$ cat src/rtl/montacargas_pkg.sv
// Shared types and defaults for the floor controller.
package montacargas_pkg;

    // state     | meaning
    // IDLE      | parked at r_bcd, choosing the next action from pending
    // MOVE_UP   | travelling one floor up, travel timer running
    // MOVE_DOWN | travelling one floor down, travel timer running
    // DOOR_OPEN | door held open for the door time
    typedef enum logic [1:0] {
        IDLE      = 2'd0,
        MOVE_UP   = 2'd1,
        MOVE_DOWN = 2'd2,
        DOOR_OPEN = 2'd3
    } state_t;

    localparam int N_FLOORS_DEF = 5;
    localparam int BCD_W        = 4;

    function automatic int max_int(input int a, input int b);
        return (a > b) ? a : b;
    endfunction

endpackage

$ cat src/rtl/floor_ctrl_if.sv
// Call/status bundle between the floor controller and its surroundings.
// The estop line exists only when FLOOR_CTRL_ESTOP_EN is defined.
interface floor_ctrl_if
    import montacargas_pkg::*;
#(
    parameter int N_FLOORS = N_FLOORS_DEF
) ();
    logic [N_FLOORS-1:0] call;
    logic [BCD_W-1:0]    bcd;
    logic                moving_up;
    logic                moving_down;
    logic                door_open;
    logic [N_FLOORS-1:0] pending;
`ifdef FLOOR_CTRL_ESTOP_EN
    logic                estop;

    modport master (
        output call, estop,
        input  bcd, moving_up, moving_down, door_open, pending
    );
    modport slave (
        input  call, estop,
        output bcd, moving_up, moving_down, door_open, pending
    );
`else
    modport master (
        output call,
        input  bcd, moving_up, moving_down, door_open, pending
    );
    modport slave (
        input  call,
        output bcd, moving_up, moving_down, door_open, pending
    );
`endif
endinterface

$ cat src/rtl/cycle_timer.sv
// Shared down-counter for travel and door intervals; done at terminal count 0.
module cycle_timer #(
    parameter int W = 8
) (
    input  logic         clk,
    input  logic         rst_n,
    input  logic         load,
    input  logic [W-1:0] value,
    input  logic         hold,
    output logic         done
);
    logic [W-1:0] r_count;

    always_ff @(posedge clk) begin
        if (!rst_n) begin
            r_count <= '0;
        end else if (hold) begin
            r_count <= r_count;
        end else if (load) begin
            r_count <= value;
        end else if (r_count != '0) begin
            r_count <= r_count - W'(1);
        end
    end

    assign done = (r_count == '0);

endmodule

$ cat src/rtl/floor_ctrl.sv
// Single-car floor controller: latches calls, travels floor by floor, opens the door.
// Optional emergency stop freeze is compiled in with FLOOR_CTRL_ESTOP_EN.
module floor_ctrl
    import montacargas_pkg::*;
#(
    parameter int N_FLOORS      = N_FLOORS_DEF,
    parameter int TRAVEL_CYCLES = 50_000_000,
    parameter int DOOR_CYCLES   = 100_000_000
) (
    input  logic        clk,
    input  logic        rst_n,
    floor_ctrl_if.slave bus
);
    localparam int               CNT_W     = $clog2(max_int(TRAVEL_CYCLES, DOOR_CYCLES) + 1);
    localparam logic [CNT_W-1:0] TRAVEL_LD = CNT_W'(TRAVEL_CYCLES - 1);
    localparam logic [CNT_W-1:0] DOOR_LD   = CNT_W'(DOOR_CYCLES - 1);
    localparam logic [BCD_W-1:0] TOP_FLOOR = BCD_W'(N_FLOORS - 1);

    state_t              r_state;
    state_t              w_state_next;
    logic [BCD_W-1:0]    r_bcd;
    logic [BCD_W-1:0]    w_bcd_next;
    logic [N_FLOORS-1:0] r_pending;
    logic [N_FLOORS-1:0] w_pending_next;
    logic [N_FLOORS-1:0] w_clear;
    logic                r_moving_up;
    logic                r_moving_down;
    logic                r_door_open;
    logic                w_moving_up_next;
    logic                w_moving_down_next;
    logic                w_door_open_next;
    logic                w_load;
    logic [CNT_W-1:0]    w_load_val;
    logic                w_done;
    logic                w_hold;
    logic                w_pend_cur;
    logic                w_pend_up;
    logic                w_pend_dn;
    logic                w_above_cur;
    logic                w_below_cur;
    logic                w_above_up;
    logic                w_below_dn;

`ifdef FLOOR_CTRL_ESTOP_EN
    assign w_hold = bus.estop;
`else
    assign w_hold = 1'b0;
`endif

    cycle_timer #(
        .W (CNT_W)
    ) u_timer (
        .clk   (clk),
        .rst_n (rst_n),
        .load  (w_load),
        .value (w_load_val),
        .hold  (w_hold),
        .done  (w_done)
    );

    // Request views relative to the current floor and to the floor about to be reached.
    always_comb begin
        w_pend_cur  = 1'b0;
        w_pend_up   = 1'b0;
        w_pend_dn   = 1'b0;
        w_above_cur = 1'b0;
        w_below_cur = 1'b0;
        w_above_up  = 1'b0;
        w_below_dn  = 1'b0;
        for (int i = 0; i < N_FLOORS; i++) begin
            if (i == int'(r_bcd))     w_pend_cur  = w_pend_cur  | r_pending[i];
            if (i == int'(r_bcd) + 1) w_pend_up   = w_pend_up   | r_pending[i];
            if (i == int'(r_bcd) - 1) w_pend_dn   = w_pend_dn   | r_pending[i];
            if (i >  int'(r_bcd))     w_above_cur = w_above_cur | r_pending[i];
            if (i <  int'(r_bcd))     w_below_cur = w_below_cur | r_pending[i];
            if (i >  int'(r_bcd) + 1) w_above_up  = w_above_up  | r_pending[i];
            if (i <  int'(r_bcd) - 1) w_below_dn  = w_below_dn  | r_pending[i];
        end
    end

    always_ff @(posedge clk) begin
        if (!rst_n) begin
            r_state       <= IDLE;
            r_bcd         <= '0;
            r_pending     <= '0;
            r_moving_up   <= 1'b0;
            r_moving_down <= 1'b0;
            r_door_open   <= 1'b0;
        end else begin
            r_state       <= w_state_next;
            r_bcd         <= w_bcd_next;
            r_pending     <= w_pending_next;
            r_moving_up   <= w_moving_up_next;
            r_moving_down <= w_moving_down_next;
            r_door_open   <= w_door_open_next;
        end
    end

    always_comb begin
        w_state_next = r_state;
        w_bcd_next   = r_bcd;
        w_load       = 1'b0;
        w_load_val   = TRAVEL_LD;
        if (!w_hold) begin
            case (r_state)
                IDLE: begin
                    if (w_pend_cur) begin
                        w_state_next = DOOR_OPEN;
                        w_load       = 1'b1;
                        w_load_val   = DOOR_LD;
                    end else if (w_above_cur) begin
                        w_state_next = MOVE_UP;
                        w_load       = 1'b1;
                    end else if (w_below_cur) begin
                        w_state_next = MOVE_DOWN;
                        w_load       = 1'b1;
                    end
                end
                MOVE_UP: begin
                    if (w_done) begin
                        if (r_bcd >= TOP_FLOOR) begin
                            w_state_next = IDLE;
                        end else begin
                            w_bcd_next = r_bcd + BCD_W'(1);
                            if (w_pend_up) begin
                                w_state_next = DOOR_OPEN;
                                w_load       = 1'b1;
                                w_load_val   = DOOR_LD;
                            end else if (w_above_up) begin
                                w_load = 1'b1;
                            end else begin
                                w_state_next = IDLE;
                            end
                        end
                    end
                end
                MOVE_DOWN: begin
                    if (w_done) begin
                        if (r_bcd == '0) begin
                            w_state_next = IDLE;
                        end else begin
                            w_bcd_next = r_bcd - BCD_W'(1);
                            if (w_pend_dn) begin
                                w_state_next = DOOR_OPEN;
                                w_load       = 1'b1;
                                w_load_val   = DOOR_LD;
                            end else if (w_below_dn) begin
                                w_load = 1'b1;
                            end else begin
                                w_state_next = IDLE;
                            end
                        end
                    end
                end
                DOOR_OPEN: begin
                    if (w_done) w_state_next = IDLE;
                end
                default: w_state_next = IDLE;
            endcase
        end
    end

    // The served floor's bit is masked on the entry edge and for the whole door interval.
    always_comb begin
        w_clear = '0;
        for (int i = 0; i < N_FLOORS; i++) begin
            if (w_state_next == DOOR_OPEN && i == int'(w_bcd_next)) w_clear[i] = 1'b1;
        end
        w_pending_next     = (r_pending | bus.call) & ~w_clear;
        w_moving_up_next   = (w_state_next == MOVE_UP) && !w_hold;
        w_moving_down_next = (w_state_next == MOVE_DOWN) && !w_hold;
        w_door_open_next   = (w_state_next == DOOR_OPEN);
    end

    assign bus.bcd         = r_bcd;
    assign bus.pending     = r_pending;
    assign bus.moving_up   = r_moving_up;
    assign bus.moving_down = r_moving_down;
    assign bus.door_open   = r_door_open;

endmodule

$ cat src/flat_wrapper.sv
// flat-port wrapper written by rule: the top's interface ports become plain ports
module floor_ctrl_flat import montacargas_pkg::*;
#(
    parameter int N_FLOORS      = N_FLOORS_DEF,
    parameter int TRAVEL_CYCLES = 50_000_000,
    parameter int DOOR_CYCLES   = 100_000_000
)
  (clk, rst_n, bus_call, bus_bcd, bus_moving_up, bus_moving_down, bus_door_open, bus_pending);
  floor_ctrl_if #(.N_FLOORS(N_FLOORS)) bus_i ();
  input  logic clk;
  input  logic rst_n;
  input wire logic [$bits(bus_i.call)-1:0] bus_call;
  output wire logic [$bits(bus_i.bcd)-1:0] bus_bcd;
  output wire logic [$bits(bus_i.moving_up)-1:0] bus_moving_up;
  output wire logic [$bits(bus_i.moving_down)-1:0] bus_moving_down;
  output wire logic [$bits(bus_i.door_open)-1:0] bus_door_open;
  output wire logic [$bits(bus_i.pending)-1:0] bus_pending;
  assign bus_i.call = bus_call;
  assign bus_bcd = bus_i.bcd;
  assign bus_moving_up = bus_i.moving_up;
  assign bus_moving_down = bus_i.moving_down;
  assign bus_door_open = bus_i.door_open;
  assign bus_pending = bus_i.pending;
  floor_ctrl #(.N_FLOORS(N_FLOORS), .TRAVEL_CYCLES(TRAVEL_CYCLES), .DOOR_CYCLES(DOOR_CYCLES)) u_core (.clk(clk), .rst_n(rst_n), .bus(bus_i));
endmodule
$ cat config.mk
export PLATFORM = sky130hd
export DESIGN_NAME = floor_ctrl_flat
export DESIGN_NICKNAME = d
export VERILOG_FILES = /design/src/rtl/montacargas_pkg.sv /design/src/rtl/floor_ctrl_if.sv /design/src/rtl/cycle_timer.sv /design/src/rtl/floor_ctrl.sv /design/src/flat_wrapper.sv
export SDC_FILE = /design/constraint.sdc
export NUM_CORES = 1
export LEC_CHECK = 0
export CORE_AREA = 2 2 101 103
export CTS_CLUSTER_SIZE = 8
export DETAILED_ROUTE_END_ITERATION = 16
export DIE_AREA = 0 0 103 105
export PLACE_DENSITY = 0.57
export SETUP_SLACK_MARGIN = 0.4
export SLEW_MARGIN = 15
export SYNTH_ARGS = -nofsm -noshare
export SYNTH_HDL_FRONTEND = slang
export SYNTH_HIERARCHICAL = 1
export SYNTH_SLANG_ARGS = --single-unit
$ cat constraint.sdc
create_clock -name clk -period 4.24 [get_ports clk]
set_input_delay 1.272 -clock clk [delete_from_list [all_inputs] [get_ports clk]]
set_output_delay 1.272 -clock clk [all_outputs]
set_load 0.02 [all_outputs]
==> results of run 1 <==
cell usage after synthesis, types with 6 or more instances:
master and count:
a21oi_1 37, a31oi_1 10, and2_1 7, buf_2 7, clkbuf_1 20, dfxtp_1 41, ha_1 13, inv_1 15
nand2_1 51, nand2b_1 7, nand3_1 7, nand4_1 6, nor2_1 41, nor2b_1 10, nor3_1 17, nor4_1 14
o21ai_0 41
state kept, by name, indices dropped and copies added (netlist names):
register and count:
u_core/r_state 2, u_core/bus.bcd 4, u_core/u_timer/r_count 27, u_core/bus.pending 5, u_core/bus.moving_down 1, u_core/bus.moving_up 1
u_core/bus.door_open 1
what timing repair did:
item,4_1_cts,5_1_grt
gates cloned,0,2
endpoints found under the setup margin,15,25
gates resized for setup,2,15
endpoints found under the hold margin,0,0
pin swaps,1,10
setup buffers,1,10
hold buffers,0,0
layout make-up:
cell class	instances	area, µm²	share of cell area, %
sequential	41	828	20.0
tap	133	166	4.01
multi-input combinational	402	2630	63.5
clock buffer	7	86.3	2.08
timing repair buffer	41	368	8.87
inverter	17	66.3	1.60
report_power, final:
part           internal, mW  switching, mW
registers             0.498          0.158
logic                 0.703           1.10
clock network         0.129          0.139
cells by family (layout without fill, tap and decap cells):
group | Yosys count | count (layout) | synth area share [%]
AOI/OAI and AO/OA | 163 | 164 | 32.5
other | 2 | 21 | 0.213
xor gates and xnor gates | 2 | 2 | 0.710
adders and majority gates | 13 | 13 | 4.61
DFF | 41 | 41 | 23.3
and+or+nand+nor | 199 | 199 | 30.8
buffers and inverters | 52 | 65 | 7.06
muxes | 3 | 3 | 0.851
critical path: stages (launching register included):
cell and delay (ps):
dfxtp_4 360, inv_1 80, ha_4 190, o41ai_4 370
and2_4 200, ha_4 200, nand4_1 70, o221ai_1 130
a311oi_2 330, o221ai_2 150, o21ai_2 200, a21oi_4 90
nor4_4 230, nand4_1 270, o21bai_2 300, buf_6 170
nor3_1 50, a31o_1 210
routing by layer:
layer	global-route usage, %	up-vias	share of wire [%]
li1	-	1816	-
met1	29.6	1739	49
met2	28.5	129	44
met3	2.74	11	5.0
met4	3.95	0	1.1
met5	0	-	0
worst paths after layout:
kind                                   start                          to  slack [ps]
hold / removal    u_core/u_timer/r_count[12]  u_core/u_timer/r_count[12]         500
hold reg to reg   u_core/u_timer/r_count[12]  u_core/u_timer/r_count[12]         500
setup reg to reg           u_core/bus.bcd[1]   u_core/u_timer/r_count[7]         520
setup / recovery           u_core/bus.bcd[1]   u_core/u_timer/r_count[7]         520
==> summary.md, run 1 <==
| Metric | Value |
|---|---|
| Status | finished clean |
| Worst slew margin | between 40% and 50% |
| Peak supply drop | 0.297 mV |
| Largest net degree at the start of global routing | 64 |
| Pre-antenna DRT Iters | 5 |
| Antenna diode instance count | 0 |
| Fin. max-slew vios | 0 |
| PD cells | 657 nW/µm² |
| Asr flop ratio synth | 0% |
| PortBufs | 18 |
| Setup TNS | 0 ps |
| Filler cells | 990 |
| Worst-path clk slew | ~80 ps |
| Initial antenna violation count | 0 |
| Chip height | between 100 and 150 µm |
| Clk root buf | clkbuf_8 |
| CTS tree | yes |
| Post-route DRC | 0 |
| CP Class | register to register |
| Number of flops mapped to enable cells by yosys | 0 |
| Fmax | around 0.27 GHz |
| Detailed-route wire length per cell | about 16 µm |
| Final Power | roughly 2.7 mW |
| WHS | approximately 500 ps |
| Number of distinct library cells after synthesis | between 80 and 90 |
| Placed Instance Area | ~3900 µm² |
| Yosys top cell by area | dfxtp_1 |
| Worst Setup End Kind | register |
| Final setup vio count | 0 |
| Largest cells by area after synthesis | dfxtp_1 (23%), o21ai_0 (5.8%), nand2_1 (5.4%) |
| Initial core utilization | between 30% and 40% |
| Post-synthesis sequential area ratio | a little under a quarter |
| Most frequent cells in the layout | nand2_1 (51), nor2_1 (41), o21ai_0 (39), dfxtp_1 (39), a21oi_1 (36) |
| Share of cells above drive strength 1 | about 15% |
| Crit-path max FO | 8 |
| Period utilization | between 80 and 90% |
| Worst setup slack after layout | around 520 ps |
| Routed vias | approximately 3700 |
| Core area | approximately 9600 µm² |
| Vias in the first global route | 3378 |
| Hold path depth | 2 |
| Std cell rows | 36 |
| Top cell type's share of synthesized area | between 20% and 30% |
| Main flop type after synthesis | dfxtp_1 |
| Detail Route Antenna Nets | 0 |
| Finished Core Util | 43.0% |
| FF-to-FF path depth | 17 |
| Finished Cell Area | 4150 µm² |
| Placed cells | 621 |
| Worst-Margin Slew | 771 ps |
| Hold Fails Final Rpt | 0 |
| Num ports | 19 |
| Synth Register Bits | slightly above 40 |
| DIE WIDTH | 103 µm |
| Tot GR Track Use | around a fifth |
| Max-cap violations | 0 |
| Skew final | 9.74 ps |
| Hold WC Path Type | register to register |
| Required time worst endpoint | roughly 4400 ps |
| Crit start category | register |
| Ys Warns | 6 |
| Pleak | between 1.5 and 2 nW |
| Worst-Skew Late Latency | approximately 300 ps |
| RSZ-0062 raised after global routing | no |
| Area Growth Syn to Fin | 17.6% |
| Clock Tree Buf Depth | 2 |
| CTS Buf Count | 5 |
| Vias/cell | 5.76 |
| Layout Cells excl Fill | ~640 |
| Clock net sink count | 41 |
| H-tree depth | 2 |
| Post-placement setup slack | 257 ps |
| Dpl hpwl | 7.22 mm |
| First-pass GRT wire length | ~17 mm |
| Detailed Route Iter0 Violations | 410 |
| Mean Syn Cell Area | ~7.4 µm² |
| Detailed Route WL | about 10 mm |
| Syn Inst Count | 475 |
| Commonest non-fill, non-tap cell in the layout | nand2_1 |
| Crit path DAT | between 3000 and 4000 ps |
| Synthesized area | between 3000 and 4000 µm² |
| Die area | 10800 µm² |
| Placer congestion estimate | 0.862 |
| GRT overflow | 0 |
| NumNets Final | ~530 |
| Fin crit period | 3720 ps |
(Power assumes the default switching activity.)
==> run 2, diff against run 1 <==
--- a/config.mk
+++ b/config.mk
@@ -9,7 +9,7 @@
 export CTS_CLUSTER_SIZE = 8
 export DETAILED_ROUTE_END_ITERATION = 16
 export DIE_AREA = 0 0 103 105
-export PLACE_DENSITY = 0.57
+export PLACE_DENSITY = 0.66
 export SETUP_SLACK_MARGIN = 0.4
 export SLEW_MARGIN = 15
 export SYNTH_ARGS = -nofsm -noshare
==> summary.md, run 2 (same netlist as run 1, synthesis figures left out) <==
| Metric | Value |
|---|---|
| Chip height | about 110 µm |
| Pleak | about 1.6 nW |
| Area Growth Syn to Fin | 18.3% |
| Hold Crit Start | u_core/u_timer/r_count[26] |
| Vias in the first global route | 3376 |
| Initial core utilization | about 37% |
| Worst slew margin | a little under half |
| Reg-to-reg slack, setup | ~520 ps |
| Largest net degree at the start of global routing | 64 |
| Final setup vio count | 0 |
| Detailed-route wire length per cell | about 16 µm |
| Post-placement setup slack | 78.8 ps |
| Placed Instance Area | 3900 µm² |
| Hold Fails Final Rpt | 0 |
| Std cell rows | 36 |
| FF-to-FF Start | u_core/bus.bcd[1] |
| Status | finished clean |
| H-tree depth | 2 |
| Detail Route Antenna Nets | 0 |
| Period utilization | between 80 and 90% |
| Most frequent cells in the layout | nand2_1 (51), o21ai_0 (41), nor2_1 (41) |
| Number of flip-flops under the largest register name | 27 |
| First-pass GRT wire length | 16.8 mm |
| Share of cells above drive strength 1 | between 10% and 20% |
| NumNets Final | between 500 and 600 |
| Die area | between 10000 and 15000 µm² |
| Worst-Skew Late Latency | roughly 300 ps |
| CTS Buf Count | 5 |
| Dpl hpwl | approximately 7 mm |
| Routed vias | about 3800 |
| Detailed Route Iter0 Violations | slightly above 300 |
| Antenna diode instance count | 0 |
| Hold WC Path Type | register to register |
| GRT overflow | 0 |
| Finished Cell Area | between 4000 and 5000 µm² |
| PD cells | between 600 and 700 nW/µm² |
| Fmax | 0.269 GHz |
| Initial antenna violation count | 0 |
| Tot GR Track Use | 19.0% |
| Peak supply drop | between 0.4 and 0.5 mV |
| Fin. max-slew vios | 0 |
| FF-to-FF path depth | 17 |
| Worst Setup End Kind | register |
| Final Power | about 2.7 mW |
| Worst-Margin Slew | a little over 800 ps |
| CTS tree | yes |
| Vias/cell | between 5 and 6 |
| RSZ-0062 raised after global routing | no |
| Layout Cells excl Fill | ~650 |
| Skew final | between 7 and 8 ps |
| Post-route DRC | 0 |
| Pre-antenna DRT Iters | 5 |
| Reg-to-Reg End | u_core/u_timer/r_count[14] |
| Core area | 9640 µm² |
| Worst setup slack after layout | between 500 and 600 ps |
| Required time worst endpoint | 4470 ps |
| PortBufs | 18 |
| Fin crit period | between 3000 and 4000 ps |
| Clock net sink count | 41 |
| Num ports | 19 |
| Clk root buf | clkbuf_8 |
| CP Class | register to register |
| Clock Tree Buf Depth | 2 |
| DIE WIDTH | about 100 µm |
| Crit path DAT | 3940 ps |
| Detailed Route WL | roughly 10 mm |
| Top reg by flops | u_core/u_timer/r_count |
| Hold path depth | 2 |
| Crit start category | register |
| Commonest non-fill, non-tap cell in the layout | nand2_1 |
| Worst Hold End | u_core/u_timer/r_count[26] |
| Worst-path clk slew | approximately 90 ps |
| Max-cap violations | 0 |
| Placed cells | a little over 600 |
| Crit-path max FO | 9 |
| Placer congestion estimate | 0.926 |
| Setup TNS | 0 ps |
==> run 2: changes by cell type in the layout (fill, tap and decap cells not counted), sizes merged <==
cell,change
clkbuf,-1
buf,+4
inv,+1
==> run 2: final cells by class <==
type | count | area [µm²]
clock buffers | 6 | 82.6
clock inverters | 1 | 6.26
fillers | 979 | 5470
inverters | 17 | 63.8
multi-input cells | 402 | 2630
flip-flops and latches | 41 | 828
well taps | 133 | 166
repair buffers | 45 | 394
==> run 2: repair_timing <==
item                                    4_1_cts  5_1_grt
setup buffers                                 3       13
hold buffers                                  0        0
cloned                                        0        2
pin swaps                                     2        9
gates resized for setup                       4        7
endpoints found under the setup margin       25       27
==> run 2: worst max path at each step <==
stage                 startpoint                         end  slack (ps)  cells past startpoint
6_report       u_core/bus.bcd[1]  u_core/u_timer/r_count[14]         520                     17
3_3_place_gp   u_core/bus.bcd[0]  u_core/u_timer/r_count[18]         240                     14
4_1_cts        u_core/bus.bcd[0]   u_core/u_timer/r_count[1]         440                     15
5_1_grt        u_core/bus.bcd[1]   u_core/u_timer/r_count[7]         320                     17
3_5_place_dp   u_core/bus.bcd[0]  u_core/u_timer/r_count[18]          80                     14
2_1_floorplan  u_core/bus.bcd[1]   u_core/u_timer/r_count[7]         460                     20
==> run 2: per-layer routing <==
metal / routed length [µm] / global-route usage (%) / share of wire, %
met1: 4830 / 28.0 / 46
met2: 4760 / 28.6 / 46
met3: 712 / 3.14 / 6.8
met4: 132 / 4.79 / 1.3
met5: 0 / 0 / 0
==> run 2: worst max-delay path, stage by stage (launching register included) <==
cell and delay, ps:
dfxtp_4 400, inv_1 90, ha_4 200, o41ai_4 420
and2_4 210, ha_4 200, nand4_1 70, o221ai_1 120
a311oi_2 270, o221ai_2 160, o21ai_2 200, a21oi_4 90
nor4_4 160, nand4_1 250, o21bai_2 330, buf_4 220
o21ai_0 90, a21oi_1 160
==> run 2: stage by stage <==
step / util [%] / hold slack, ps
floorplan: - / 447
global placement: 40.5 / 473
detailed placement: 40.5 / 473
CTS: 41.9 / 487
global route: 43.3 / 520
finish: 43.3 / 489
==> run 2: power by group <==
group | internal [mW] | leakage [nW] | switching [mW] | total [mW]
combinational | 0.709 | 1.18 | 1.11 | 1.82
clock | 0.129 | 0.0476 | 0.144 | 0.274
sequential | 0.498 | 0.338 | 0.159 | 0.657
